## src/rtl/apb_slave_mem_pkg.sv

```systemverilog
// Shared definitions for the APB completer: FSM encoding, default widths
// and the wait-state counter limits.
package apb_pkg;

  localparam int APB_DATA_WD = 4;
  localparam int APB_ADDR_WD = 4;

  // The wait-state counter is 4 bits wide, so at most 15 wait states.
  localparam int CNT_WD   = 4;
  localparam int MAX_WAIT = 15;

  typedef enum logic [1:0] {
    IDLE = 2'd0,
    WAIT = 2'd1,
    DONE = 2'd2
  } apb_state_e;

endpackage

```

## src/rtl/apb_slave_mem_if.sv

```systemverilog
// APB3 bus bundle between the initiator (master) and this completer (slave).
interface apb_slave_mem_if
  import apb_pkg::*;
#(
  parameter int ADDR_WD = APB_ADDR_WD,
  parameter int DATA_WD = APB_DATA_WD
);

  logic               psel;
  logic               penable;
  logic               pwrite;
  logic [ADDR_WD-1:0] paddr;
  logic [DATA_WD-1:0] pwdata;
  logic               pready;
  logic [DATA_WD-1:0] prdata;
  logic               pslverr;

  modport master (
    output psel, penable, pwrite, paddr, pwdata,
    input  pready, prdata, pslverr
  );

  modport slave (
    input  psel, penable, pwrite, paddr, pwdata,
    output pready, prdata, pslverr
  );

endinterface

```

## src/rtl/apb_slave_regfile.sv

```systemverilog
// DEPTH x DATA_WD storage: one synchronous write port, one combinational
// read port. Reads of unimplemented addresses return zero.
module apb_slave_regfile
  import apb_pkg::*;
#(
  parameter int DATA_WD = APB_DATA_WD,
  parameter int ADDR_WD = APB_ADDR_WD,
  parameter int DEPTH   = 12
) (
  input  logic               clk,
  input  logic               rst_n,
  input  logic               we,
  input  logic [ADDR_WD-1:0] waddr,
  input  logic [DATA_WD-1:0] wdata,
  input  logic [ADDR_WD-1:0] raddr,
  output logic [DATA_WD-1:0] rdata
);

  localparam logic [ADDR_WD:0] DEPTH_EXT = (ADDR_WD + 1)'(DEPTH);

  logic [DATA_WD-1:0] mem [DEPTH];

  // Storage array; reset clears every word, writers guarantee waddr < DEPTH.
  always_ff @(posedge clk or negedge rst_n) begin
    if (!rst_n) begin
      for (int i = 0; i < DEPTH; i++) begin
        mem[i] <= '0;
      end
    end else if (we) begin
      mem[waddr] <= wdata;
    end
  end

  // Combinational read with out-of-range guard.
  always_comb begin
    rdata = '0;
    if ({1'b0, raddr} < DEPTH_EXT) begin
      rdata = mem[raddr];
    end
  end

endmodule

```

## src/rtl/apb_slave_mem.sv

```systemverilog
// APB3 completer holding a small register array. Each transfer is stretched
// by WAIT_CYCLES wait states; addresses at or above DEPTH answer with
// PSLVERR and leave storage untouched. All bus outputs are registered.
module apb_slave_mem
  import apb_pkg::*;
#(
  parameter int DATA_WD     = APB_DATA_WD,
  parameter int ADDR_WD     = APB_ADDR_WD,
  parameter int DEPTH       = 12,
  parameter int WAIT_CYCLES = 1
) (
  input  logic                 clk,
  input  logic                 rst_n,
  apb_slave_mem_if.slave       bus
);

  localparam logic [ADDR_WD:0]    DEPTH_EXT = (ADDR_WD + 1)'(DEPTH);
  localparam logic [CNT_WD-1:0]   WAIT_CNT  = CNT_WD'(WAIT_CYCLES);

  // Unsigned compare one bit wider so DEPTH = 2^ADDR_WD never flags.
  function automatic logic is_oob(input logic [ADDR_WD-1:0] a);
    return ({1'b0, a} >= DEPTH_EXT);
  endfunction

  apb_state_e         state_q, state_d;
  logic [CNT_WD-1:0]  cnt_q, cnt_d;
  logic               write_q, write_d;
  logic               err_q, err_d;
  logic [ADDR_WD-1:0] addr_q, addr_d;
  logic [DATA_WD-1:0] wdata_q, wdata_d;
  logic               pready_q, pready_d;
  logic               pslverr_q, pslverr_d;
  logic [DATA_WD-1:0] prdata_q, prdata_d;

  logic               we;
  logic [ADDR_WD-1:0] rd_addr;
  logic [DATA_WD-1:0] rd_data;
  logic               access;

  assign access = bus.psel & bus.penable;

  apb_slave_regfile #(
    .DATA_WD (DATA_WD),
    .ADDR_WD (ADDR_WD),
    .DEPTH   (DEPTH)
  ) u_regfile (
    .clk   (clk),
    .rst_n (rst_n),
    .we    (we),
    .waddr (addr_q),
    .wdata (wdata_q),
    .raddr (rd_addr),
    .rdata (rd_data)
  );

  // Next-state, latch and response logic. Outputs default to the idle
  // response so pready/pslverr/prdata are high/valid only on entry to DONE.
  always_comb begin
    state_d   = state_q;
    cnt_d     = cnt_q;
    write_d   = write_q;
    err_d     = err_q;
    addr_d    = addr_q;
    wdata_d   = wdata_q;
    pready_d  = 1'b0;
    pslverr_d = 1'b0;
    prdata_d  = '0;
    we        = 1'b0;
    rd_addr   = addr_q;

    case (state_q)
      IDLE: begin
        // Zero-wait reads must fetch from the live address on the setup edge.
        rd_addr = bus.paddr;
        if (bus.psel && !bus.penable) begin
          addr_d  = bus.paddr;
          write_d = bus.pwrite;
          wdata_d = bus.pwdata;
          err_d   = is_oob(bus.paddr);
          cnt_d   = WAIT_CNT;
          if (WAIT_CYCLES == 0) begin
            state_d   = DONE;
            pready_d  = 1'b1;
            pslverr_d = is_oob(bus.paddr);
            prdata_d  = (!bus.pwrite && !is_oob(bus.paddr)) ? rd_data : '0;
          end else begin
            state_d = WAIT;
          end
        end
      end

      WAIT: begin
        if (!bus.psel) begin
          state_d = IDLE;
        end else if (bus.penable) begin
          cnt_d = cnt_q - 1'b1;
          if (cnt_q == CNT_WD'(1)) begin
            state_d   = DONE;
            pready_d  = 1'b1;
            pslverr_d = err_q;
            prdata_d  = (!write_q && !err_q) ? rd_data : '0;
          end
        end
      end

      DONE: begin
        // Commit only if the master actually completes the access phase.
        we      = access && write_q && !err_q;
        state_d = IDLE;
      end

      default: begin
        state_d = IDLE;
      end
    endcase
  end

  // Control state and registered bus responses.
  always_ff @(posedge clk or negedge rst_n) begin
    if (!rst_n) begin
      state_q   <= IDLE;
      cnt_q     <= '0;
      write_q   <= 1'b0;
      err_q     <= 1'b0;
      pready_q  <= 1'b0;
      pslverr_q <= 1'b0;
      prdata_q  <= '0;
    end else begin
      state_q   <= state_d;
      cnt_q     <= cnt_d;
      write_q   <= write_d;
      err_q     <= err_d;
      pready_q  <= pready_d;
      pslverr_q <= pslverr_d;
      prdata_q  <= prdata_d;
    end
  end

  // Latched address and write data; only meaningful once a setup is seen.
  always_ff @(posedge clk) begin
    addr_q  <= addr_d;
    wdata_q <= wdata_d;
  end

  assign bus.pready  = pready_q;
  assign bus.pslverr = pslverr_q;
  assign bus.prdata  = prdata_q;

endmodule

```

## src/flat_wrapper.sv

```systemverilog
// flat-port wrapper written by rule: the top's interface ports become plain ports
module apb_slave_mem_flat import apb_pkg::*;
#(
  parameter int DATA_WD     = APB_DATA_WD,
  parameter int ADDR_WD     = APB_ADDR_WD,
  parameter int DEPTH       = 12,
  parameter int WAIT_CYCLES = 1
)
  (clk, rst_n, bus_psel, bus_penable, bus_pwrite, bus_paddr, bus_pwdata, bus_pready, bus_prdata, bus_pslverr);
  apb_slave_mem_if #(.ADDR_WD(ADDR_WD), .DATA_WD(DATA_WD)) bus_i ();
  input  logic clk;
  input  logic rst_n;
  input wire logic [$bits(bus_i.psel)-1:0] bus_psel;
  input wire logic [$bits(bus_i.penable)-1:0] bus_penable;
  input wire logic [$bits(bus_i.pwrite)-1:0] bus_pwrite;
  input wire logic [$bits(bus_i.paddr)-1:0] bus_paddr;
  input wire logic [$bits(bus_i.pwdata)-1:0] bus_pwdata;
  output wire logic [$bits(bus_i.pready)-1:0] bus_pready;
  output wire logic [$bits(bus_i.prdata)-1:0] bus_prdata;
  output wire logic [$bits(bus_i.pslverr)-1:0] bus_pslverr;
  assign bus_i.psel = bus_psel;
  assign bus_i.penable = bus_penable;
  assign bus_i.pwrite = bus_pwrite;
  assign bus_i.paddr = bus_paddr;
  assign bus_i.pwdata = bus_pwdata;
  assign bus_pready = bus_i.pready;
  assign bus_prdata = bus_i.prdata;
  assign bus_pslverr = bus_i.pslverr;
  apb_slave_mem #(.DATA_WD(DATA_WD), .ADDR_WD(ADDR_WD), .DEPTH(DEPTH), .WAIT_CYCLES(WAIT_CYCLES)) u_core (.clk(clk), .rst_n(rst_n), .bus(bus_i));
endmodule
```

## config.mk

```make
export PLATFORM = sky130hd
export DESIGN_NAME = apb_slave_mem_flat
export DESIGN_NICKNAME = d
export VERILOG_FILES = /design/src/rtl/apb_slave_mem_pkg.sv /design/src/rtl/apb_slave_mem_if.sv /design/src/rtl/apb_slave_regfile.sv /design/src/rtl/apb_slave_mem.sv /design/src/flat_wrapper.sv
export SDC_FILE = /design/constraint.sdc
export NUM_CORES = 1
export LEC_CHECK = 0
export ABC_AREA = 0
export BUFFER_PORTS_ARGS = -buffer_cell sky130_fd_sc_hd__buf_2
export CORE_AREA = 2 2 72 142
export CTS_BUF_LIST = sky130_fd_sc_hd__clkbuf_2
export CTS_CLUSTER_DIAMETER = 60
export DETAILED_ROUTE_END_ITERATION = 10
export DIE_AREA = 0 0 74 144
export PLACE_DENSITY = 0.46
export RECOVER_POWER = 50
export SLEW_MARGIN = 5
export SYNTH_ARGS = -nofsm -noshare
export SYNTH_HDL_FRONTEND = slang
export SYNTH_SLANG_ARGS = --single-unit
```

## constraint.sdc

```tcl
create_clock -name clk -period 3.05 [get_ports clk]
set_clock_uncertainty 0.05 [all_clocks]
set_input_delay 0.1525 -clock clk [delete_from_list [all_inputs] [get_ports clk]]
set_output_delay 0.1525 -clock clk [all_outputs]
set_load 0.05 [all_outputs]
```

== Word level (Yosys, flattened, before mapping) ==
Cells that the tools add are included.

* Word-level logic and storage cells: 82
* Output and inout bits: 6
* Register bits after elaboration: 70
* Bits of input ports: 13

* Eq/ne operators: 8
* Bitwise gates (word level): 3
* Reduce and logical (&&, ||, !) cells: 13
* $add $sub $neg: 1
* Multiplexer cells: 31
* $lt $le $gt $ge: 5

{| class="wikitable"
|+ Operators by type and width
! kind !! count
|-
| $mux 4 || 13
|-
| $bwmux 48 || 1
|-
| $bmux 4 s4 || 1
|-
| $demux 4 s4 || 1
|-
| $ge 5x5->1 const B || 2
|-
| $not 4->5 || 2
|-
| $mux 1 || 9
|-
| $mux 2 || 4
|-
| $pmux 4 s2 || 1
|-
| $logic_and 1x1->1 || 5
|-
| $lt 5x1->1 const B || 1
|-
| $eq 4x1->1 const B || 1
|-
| $ge 4x4->1 const B || 1
|-
| $lt 4x4->1 const B || 1
|-
| $ne 2x2->1 const B || 2
|-
| $pmux 2 s2 || 1
|-
| $reduce_and 4->1 || 1
|-
| $sub 4x1->4 const B || 1
|-
| $logic_not 1->1 || 3
|-
| $ne 3x2->1 const B || 1
|-
| $ne 3x3->1 const B || 1
|-
| $reduce_and 3->1 || 1
|-
| $eq 2x1->1 const B || 1
|-
| $eq 2x2->1 const B || 1
|-
| other kinds (5) || 5
|}

== Longest topological paths before layout ==
Gate-level depths: netlist (run 1).

* Depth after elaboration: 12
* Mapped depth: 7
* Depth with buffers taken out: 7

== By module ==
A second synthesis (run 1) with hierarchy kept.

* Cell total of the unflattened synthesis: 216
* Area, all modules: 3169.3 sq um

{| class="wikitable"
|+ By module, submodules not included
! module !! cells an instance !! times used !! area an instance (sq um) !! seq. area each (sq um)
|-
| apb_slave_regfile || 150 || 1 || 2260.9 || 1201.2
|-
| apb_slave_mem || 66 || 1 || 908.4 || 590.6
|}

== Worst setup path after synthesis (run 1) ==
No wires, ideal clock.

* Path type: reg-to-reg
* From: register u_core.state_q[0]
* To: register u_core.u_regfile.mem[12] in the netlist's numbering
* Cell stages (with the launch flop): 6
* Arrival: 1.895 ns
* Period minus slack after synthesis: 2.070 ns
* Setup slack: 0.980 ns
* Path buffers: 0
* Cells stage by stage: dfrtp_1 nor4bb_1 nand3_1 or3b_4 or3_4 mux2_4

* Cells in the longest elaborated chain, start to end: 2

{| class="wikitable"
|+ Ends and longest elaborated chain
! what !! line !! text
|-
| start, declared || apb_slave_mem.sv:25 || <nowiki>apb_state_e state_q, state_d;</nowiki>
|-
| start signal, assigned || apb_slave_mem.sv:129 || <nowiki>state_q <= state_d;</nowiki>
|-
| $eq 2x2->1 || apb_slave_mem.sv:71 || <nowiki>case (state_q)</nowiki>
|-
| $mux 1 || apb_slave_mem.sv:71 ||
|-
| end signal, assigned by index || apb_slave_regfile.sv:30 || <nowiki>mem[waddr] <= wdata;</nowiki>
|-
| end, declared || apb_slave_regfile.sv:21 || <nowiki>logic [DATA_WD-1:0] mem [DEPTH];</nowiki>
|}

Every way passes these cells.
A chain may end at the register's enable or synchronous reset.

== Worst setup path after layout (run 1) ==
* From: register u_core.state_q[0]
* To: register u_core.u_regfile.mem[27] in the netlist's numbering

Same word-level chain as after synthesis.

==> results of run 1 <==
-- power by group --
group / switching [mW] / total [mW] / leakage (nW) / internal, mW
clock network: 0.335 / 0.526 / 0.0755 / 0.191
registers: 0.0603 / 1.05 / 0.931 / 0.994
logic: 0.192 / 0.340 / 0.685 / 0.147
total: 0.588 / 1.92 / 1.69 / 1.33
-- Yosys cell counts (all sizes together) --
master / number / area share [%]
a22o: 1 / 0.27
o21ai: 9 / 1.4
nor2b: 2 / 0.39
nor4b: 1 / 0.46
and2: 1 / 0.19
o21bai: 1 / 0.23
ha: 2 / 0.77
nand3: 16 / 2.5
mux2: 50 / 18
o31a: 1 / 0.27
nor4bb: 1 / 0.31
buf: 2 / 0.31
nor2: 10 / 1.2
nand2: 29 / 3.4
clkdlybuf4s15: 4 / 1.2
o21a: 1 / 0.23
nand2b: 8 / 1.5
a21oi: 5 / 0.77
nor3: 1 / 0.15
o31ai: 1 / 0.23
o22ai: 5 / 0.96
dfrtp: 62 / 48
xnor2: 1 / 0.27
or2b: 1 / 0.27
or3: 2 / 0.54
or3b: 2 / 0.62
a32oi: 4 / 1.1
nand3b: 4 / 0.93
nor3b: 2 / 0.46
a22oi: 1 / 0.23
clkbuf: 3 / 0.66
edfxtp: 8 / 7.4
mux2i: 15 / 4.6
nor4: 1 / 0.19
inv: 3 / 0.35
-- through the flow --
| stage | total power [mW] | instance area, µm² | worst slack (ps) |
|---|---|---|---|
| after floorplan | 1.27 | 3240 | 980 |
| after global placement | 1.39 | 3470 | 736 |
| after detailed placement | 1.40 | 3470 | 729 |
| after CTS | 1.94 | 3700 | 694 |
| after global routing | 2.03 | 3690 | 387 |
| final | 1.92 | 3690 | 703 |
-- sequential cells by signal, indices dropped and copies added (netlist names) --
name and cells:
u_core.bus.pslverr 1, u_core.u_regfile.mem 48, u_core.write_q 1, u_core.state_q 2, u_core.cnt_q 4, u_core.bus.pready 1
u_core.err_q 1, u_core.bus.prdata 4, u_core.wdata_q 4, u_core.addr_q 4
-- critical path, stage by stage (launching register included) --
cell and delay (ps):
dfrtp_1 490, nor4bb_1 290, nand3_1 160, or3b_2 520, nor2_1 360, mux2_2 380
-- path summary, 6_finish.rpt --
kind | start | end | slack (ps) | depth (start not counted)
max | u_core.state_q[0] | u_core.u_regfile.mem[27] | 700 | 5
min | bus_pwdata[3] | u_core.wdata_q[3] | 270 | 2
max reg2reg | u_core.state_q[0] | u_core.u_regfile.mem[27] | 700 | 5
min reg2reg | u_core.u_regfile.mem[13] | u_core.u_regfile.mem[13] | 480 | 1
max in group asynchronous | rst_n | u_core.u_regfile.mem[24] | 770 | 3
min in group asynchronous | rst_n | u_core.u_regfile.mem[22] | 520 | 2
-- cell families after synthesis --
group | share of synthesized area [%]
xor gates and xnor gates | 0.270
muxes | 22.5
adders and majority gates | 0.771
DFF | 55.2
AOI/OAI and AO/OA | 5.67
buffers and inverters | 2.55
and+or+nand+nor | 13.0
-- final cells by class --
type	count	share of cell area, %
Timing Repair Buffer	36	6.67
Sequential cell	70	48.5
Tap cell	132	4.47
Clock inverter	5	1.35
Inverter	3	0.305
Clock buffer	11	1.49
Antenna cell	1	0.0677
Multi-Input combinational cell	178	37.1
-- per-layer routing --
metal	vias to the layer above	GRT usage (%)	routed length [µm]
met5	-	0	0
met4	0	7.37	204
met3	11	3.62	155
met2	28	31.9	4800
met1	1090	17.7	2950
li1	1007	-	-
-- layout by cell type, fill, tap and decap left out, types with 5 or more instances in the layout --
master          n
a21oi_1         5
o22ai_1         5
mux2_2         46
mux2i_1        14
buf_2          11
edfxtp_1        8
dlygate4sd3_1  13
nand3_1        16
nor2_1         10
dfrtp_1        62
o21ai_0         9
nand2b_1        8
nand2_1        29
clkbuf_1        7
clkbuf_2       12
==> impl_metrics.env, run 1 <==
export IMPL_status="finished, violations left"
export IMPL_violations="max-capacitance violations, max-slew violations"
export IMPL_syn_inst=260
export IMPL_rsz0062_at_grt="no"
export IMPL_place_hpwl_mm=6.03
export IMPL_fin_setup_tns_ps=0
export IMPL_cts_made_buffers=9
export IMPL_cts_setup_buffers=0
export IMPL_crit_arrival_ps=2730
export IMPL_syn_nets=275
export IMPL_clock_sinks=70
export IMPL_post_drt_wl_per_cell_um=18.6
export IMPL_tightest_slew_ps=1710
export IMPL_utilization_pct=38.3
export IMPL_yosys_warnings=0
export IMPL_cts_resized=0
export IMPL_period_needed_ps=2350
export IMPL_grt_pass1_wl_mm=12.7
export IMPL_relSlewSlack_pct=-13.9
export IMPL_nets=313
export IMPL_num_rows=51
export IMPL_initial_core_util_pct=33.7
export IMPL_holdWs_ps=273
export IMPL_gp_congestion=0.796
export IMPL_design_core_area_mm2=0.00964
export IMPL_power_density_mw_per_mm2=520
export IMPL_dp_cells=406
export IMPL_die_w_um=74
export IMPL_syn_area_mm2=0.00324
export IMPL_port_buffers=18
export IMPL_final_hold_viol_count=0
export IMPL_grt_usage_pct=17.1
export IMPL_fin_crit_sh_pct=77.0
export IMPL_avgSynthCellArea_um2=12.5
export IMPL_clk_latency_ps=530
export IMPL_clk_pin_slew_ps=180
export IMPL_cp_end_kind="flip-flop"
export IMPL_finalNonFillerCells=436
export IMPL_routed_wl_mm=8.11
export IMPL_grt_pass1_vias=2285
export IMPL_die_area_mm2=0.0107
export IMPL_drc_errors=0
export IMPL_drtPass1Iterations=4
export IMPL_die_h_um=144
export IMPL_fill_cells=949
export IMPL_regArea_mm2=0.00179
export IMPL_hp_class="in -> reg"
export IMPL_cts_hold_buf=13
export IMPL_leakage_nw=1.69
export IMPL_antenna_left=0
export IMPL_maxCapViolCount=1
export IMPL_slew_viol_final=30
export IMPL_htreeDepth=3
export IMPL_dr_first_iter_drc_count=80
export IMPL_fmax_ghz=0.426
export IMPL_cp_start_kind="flip-flop"
export IMPL_crit_required_ps=3440
export IMPL_worstPathMaxFanout=7
export IMPL_irDropWorstVdd_mv=0.371
export IMPL_grt_max_degree=35
export IMPL_antenna_found_initial=1
export IMPL_worst_setup_path_type="reg -> reg"
export IMPL_vias=2136
export IMPL_grt_ovfl_total=0
export IMPL_clk_path_buf_depth=2
export IMPL_synth_cell_types=39
export IMPL_ios=19
export IMPL_viasPerCell=4.90
export IMPL_synth_seq_cells=70
export IMPL_clockRootBuffer="clkbuf_2"
export IMPL_cts_tree="built"
export IMPL_drive_gt1_share_pct=29.0
export IMPL_multi_input_comb_area_mm2=0.00137
export IMPL_ys_seq_area_share_pct=55.2
export IMPL_area_delta_synth_final_pct=13.9
export IMPL_final_setup_viol_count=0
Power figures use the tool's default switching activity.
==> run 2: changes to the inputs <==
==> constraint.sdc (replaced) <==
create_clock -name clk -period 2.4 [get_ports clk]
set_clock_uncertainty 0.05 [all_clocks]
set_input_delay 0.12 -clock clk [delete_from_list [all_inputs] [get_ports clk]]
set_output_delay 0.12 -clock clk [all_outputs]
set_load 0.05 [all_outputs]
==> impl_metrics.env, run 2 (synthesis gave the netlist of run 1 again) <==
export IMPL_status="completed"
export IMPL_cts_hold_buf=15
export IMPL_rsz0062_at_grt="no"
export IMPL_fill_cells=967
export IMPL_tightest_slew_ps=954
export IMPL_reg2regPathDepth=7
export IMPL_min_from="bus_pwdata[2]"
export IMPL_period_needed_ps=2250
export IMPL_viasPerCell=4.87
export IMPL_nets=324
export IMPL_grt_pass1_wl_mm=12.7
export IMPL_clockRootBuffer="clkbuf_2"
export IMPL_placedInstanceArea_mm2=0.00355
export IMPL_die_area_mm2=0.0107
export IMPL_cts_setup_buffers=0
export IMPL_max_stage_delay_ps=450
export IMPL_clock_sinks=70
export IMPL_design_core_area_mm2=0.00964
export IMPL_area_delta_synth_final_pct=17.0
export IMPL_initial_core_util_pct=33.7
export IMPL_grt_max_degree=22
export IMPL_cp_end_kind="flip-flop"
export IMPL_multi_input_comb_area_mm2=0.00137
export IMPL_regToRegSetupSlack_ps=150
export IMPL_fmax_ghz=0.445
export IMPL_regArea_mm2=0.00179
export IMPL_cts_made_buffers=9
export IMPL_routed_wl_mm=7.82
export IMPL_port_buffers=18
export IMPL_largest_register_ffs=48
export IMPL_power_density_mw_per_mm2=667
export IMPL_grt_pass1_vias=2342
export IMPL_r2r_start="u_core.state_q[1]"
export IMPL_clk_path_buf_depth=2
export IMPL_hp_class="in -> reg"
export IMPL_ios=19
export IMPL_grt_use_met1_pct=18.5
export IMPL_slew_viol_final=0
export IMPL_gp_congestion=0.783
export IMPL_final_hold_viol_count=0
export IMPL_min_to="u_core.wdata_q[2]"
export IMPL_min_path_cells=2
export IMPL_htreeDepth=3
export IMPL_antenna_left=0
export IMPL_grt_usage_pct=16.7
export IMPL_irDropWorstVdd_mv=0.340
export IMPL_use_met2_pct=27.8
export IMPL_path_cells="nor2_1 > mux2i_2 > buf_12 > mux2i_1 > o22ai_1 > o21ai_0 > a21oi_1"
export IMPL_cp_slowest_cell="dfrtp_1"
export IMPL_final_setup_viol_count=0
export IMPL_fin_setup_tns_ps=0
export IMPL_regMostFlops="u_core.u_regfile.mem"
export IMPL_grt_busiest_layer="met2"
export IMPL_fin_crit_sh_pct=93.7
export IMPL_design_area_mm2=0.00379
export IMPL_crit_arrival_ps=2580
export IMPL_cts_tree="built"
export IMPL_cp_start_kind="flip-flop"
export IMPL_dr_first_iter_drc_count=116
export IMPL_die_h_um=144
export IMPL_num_rows=51
export IMPL_cts_resized=0
export IMPL_dp_slack_ps=151
export IMPL_drtPass1Iterations=4
export IMPL_maxCapViolCount=0
export IMPL_vias=2178
export IMPL_use_met3_pct=3.48
export IMPL_clk_latency_ps=520
export IMPL_relSlewSlack_pct=36.4
export IMPL_drc_errors=0
export IMPL_layout_common_cells="dfrtp_1 (62), mux2_2 (46), nand2_1 (29)"
export IMPL_antenna_found_initial=1
export IMPL_utilization_pct=39.4
export IMPL_leakage_nw=1.73
export IMPL_worstPathMaxFanout=20
export IMPL_r2r_end="u_core.bus.prdata[3]"
export IMPL_worst_setup_path_type="reg -> reg"
export IMPL_drive_gt1_share_pct=28.0
export IMPL_grt_ovfl_total=0
export IMPL_clk_pin_slew_ps=190
export IMPL_place_hpwl_mm=5.84
export IMPL_fin_ws_ps=151
export IMPL_post_drt_wl_per_cell_um=17.5
export IMPL_die_w_um=74
export IMPL_crit_required_ps=2730
export IMPL_final_common_cell="dfrtp_1"
## run 2: cell types whose count changed in the layout (fill, tap and decap cells not counted), sizes merged
cell,before,now
clkinv,4,3
clkinvlp,0,1
inv,3,4
buf,15,16
clkbuf,19,25
bufinv,1,2
dlygate4sd3,13,15
## run 2: how the worst max path moves through the flow
stage	from	endpoint	slack, ps	cells after the start
floorplan	u_core.state_q[0]	u_core.u_regfile.mem[12]	330	5
global placement	u_core.state_q[1]	u_core.bus.prdata[3]	150	7
detailed placement	u_core.state_q[1]	u_core.bus.prdata[3]	150	7
CTS	u_core.state_q[1]	u_core.bus.prdata[3]	130	7
global route	u_core.err_q	u_core.u_regfile.mem[17]	20	5
finish	u_core.state_q[1]	u_core.bus.prdata[3]	150	7
## run 2: per-layer routing
metal  routed length [µm]  share of wire (%)
met2                 4180                 53
met4                  459                5.9
met5                    0                  0
met1                 2980                 38
met3                  195                2.5
## run 2: critical path: cells and delay by family, from the launching register on
kind,cells,cell delay [ps]
AO/OA/AOI/OAI,3,440
buffers and inverters,1,210
flip-flops,1,450
multiplexers,2,720
AND/OR/NAND/NOR,1,260
## run 2: per-stage QoR
stage | total power [mW] | cells | hold WS (ps)
final | 2.53 | 447 | 261
after global routing | 2.68 | 447 | 176
after CTS | 2.59 | 446 | 194
after detailed placement | 1.78 | 415 | 89.0
after global placement | 1.77 | 415 | 77.0
after floorplan | 1.61 | 260 | -226
## run 2: report_power, final
| group | leakage, nW | internal (mW) | switching (mW) |
|---|---|---|---|
| Sequential | 0.931 | 1.26 | 0.0662 |
| Combinational | 0.714 | 0.189 | 0.247 |
| Clock | 0.0797 | 0.338 | 0.427 |
| Total | 1.73 | 1.79 | 0.741 |
## run 2: area by class of cell
type,instances,share of cell area [%]
multi-input cells,178,36.0
diodes,1,0.0659
well taps,132,4.35
clock inverters,7,2.31
flip-flops and latches,70,47.2
inverters,3,0.297
repair buffers,47,8.57
clock buffers,9,1.19
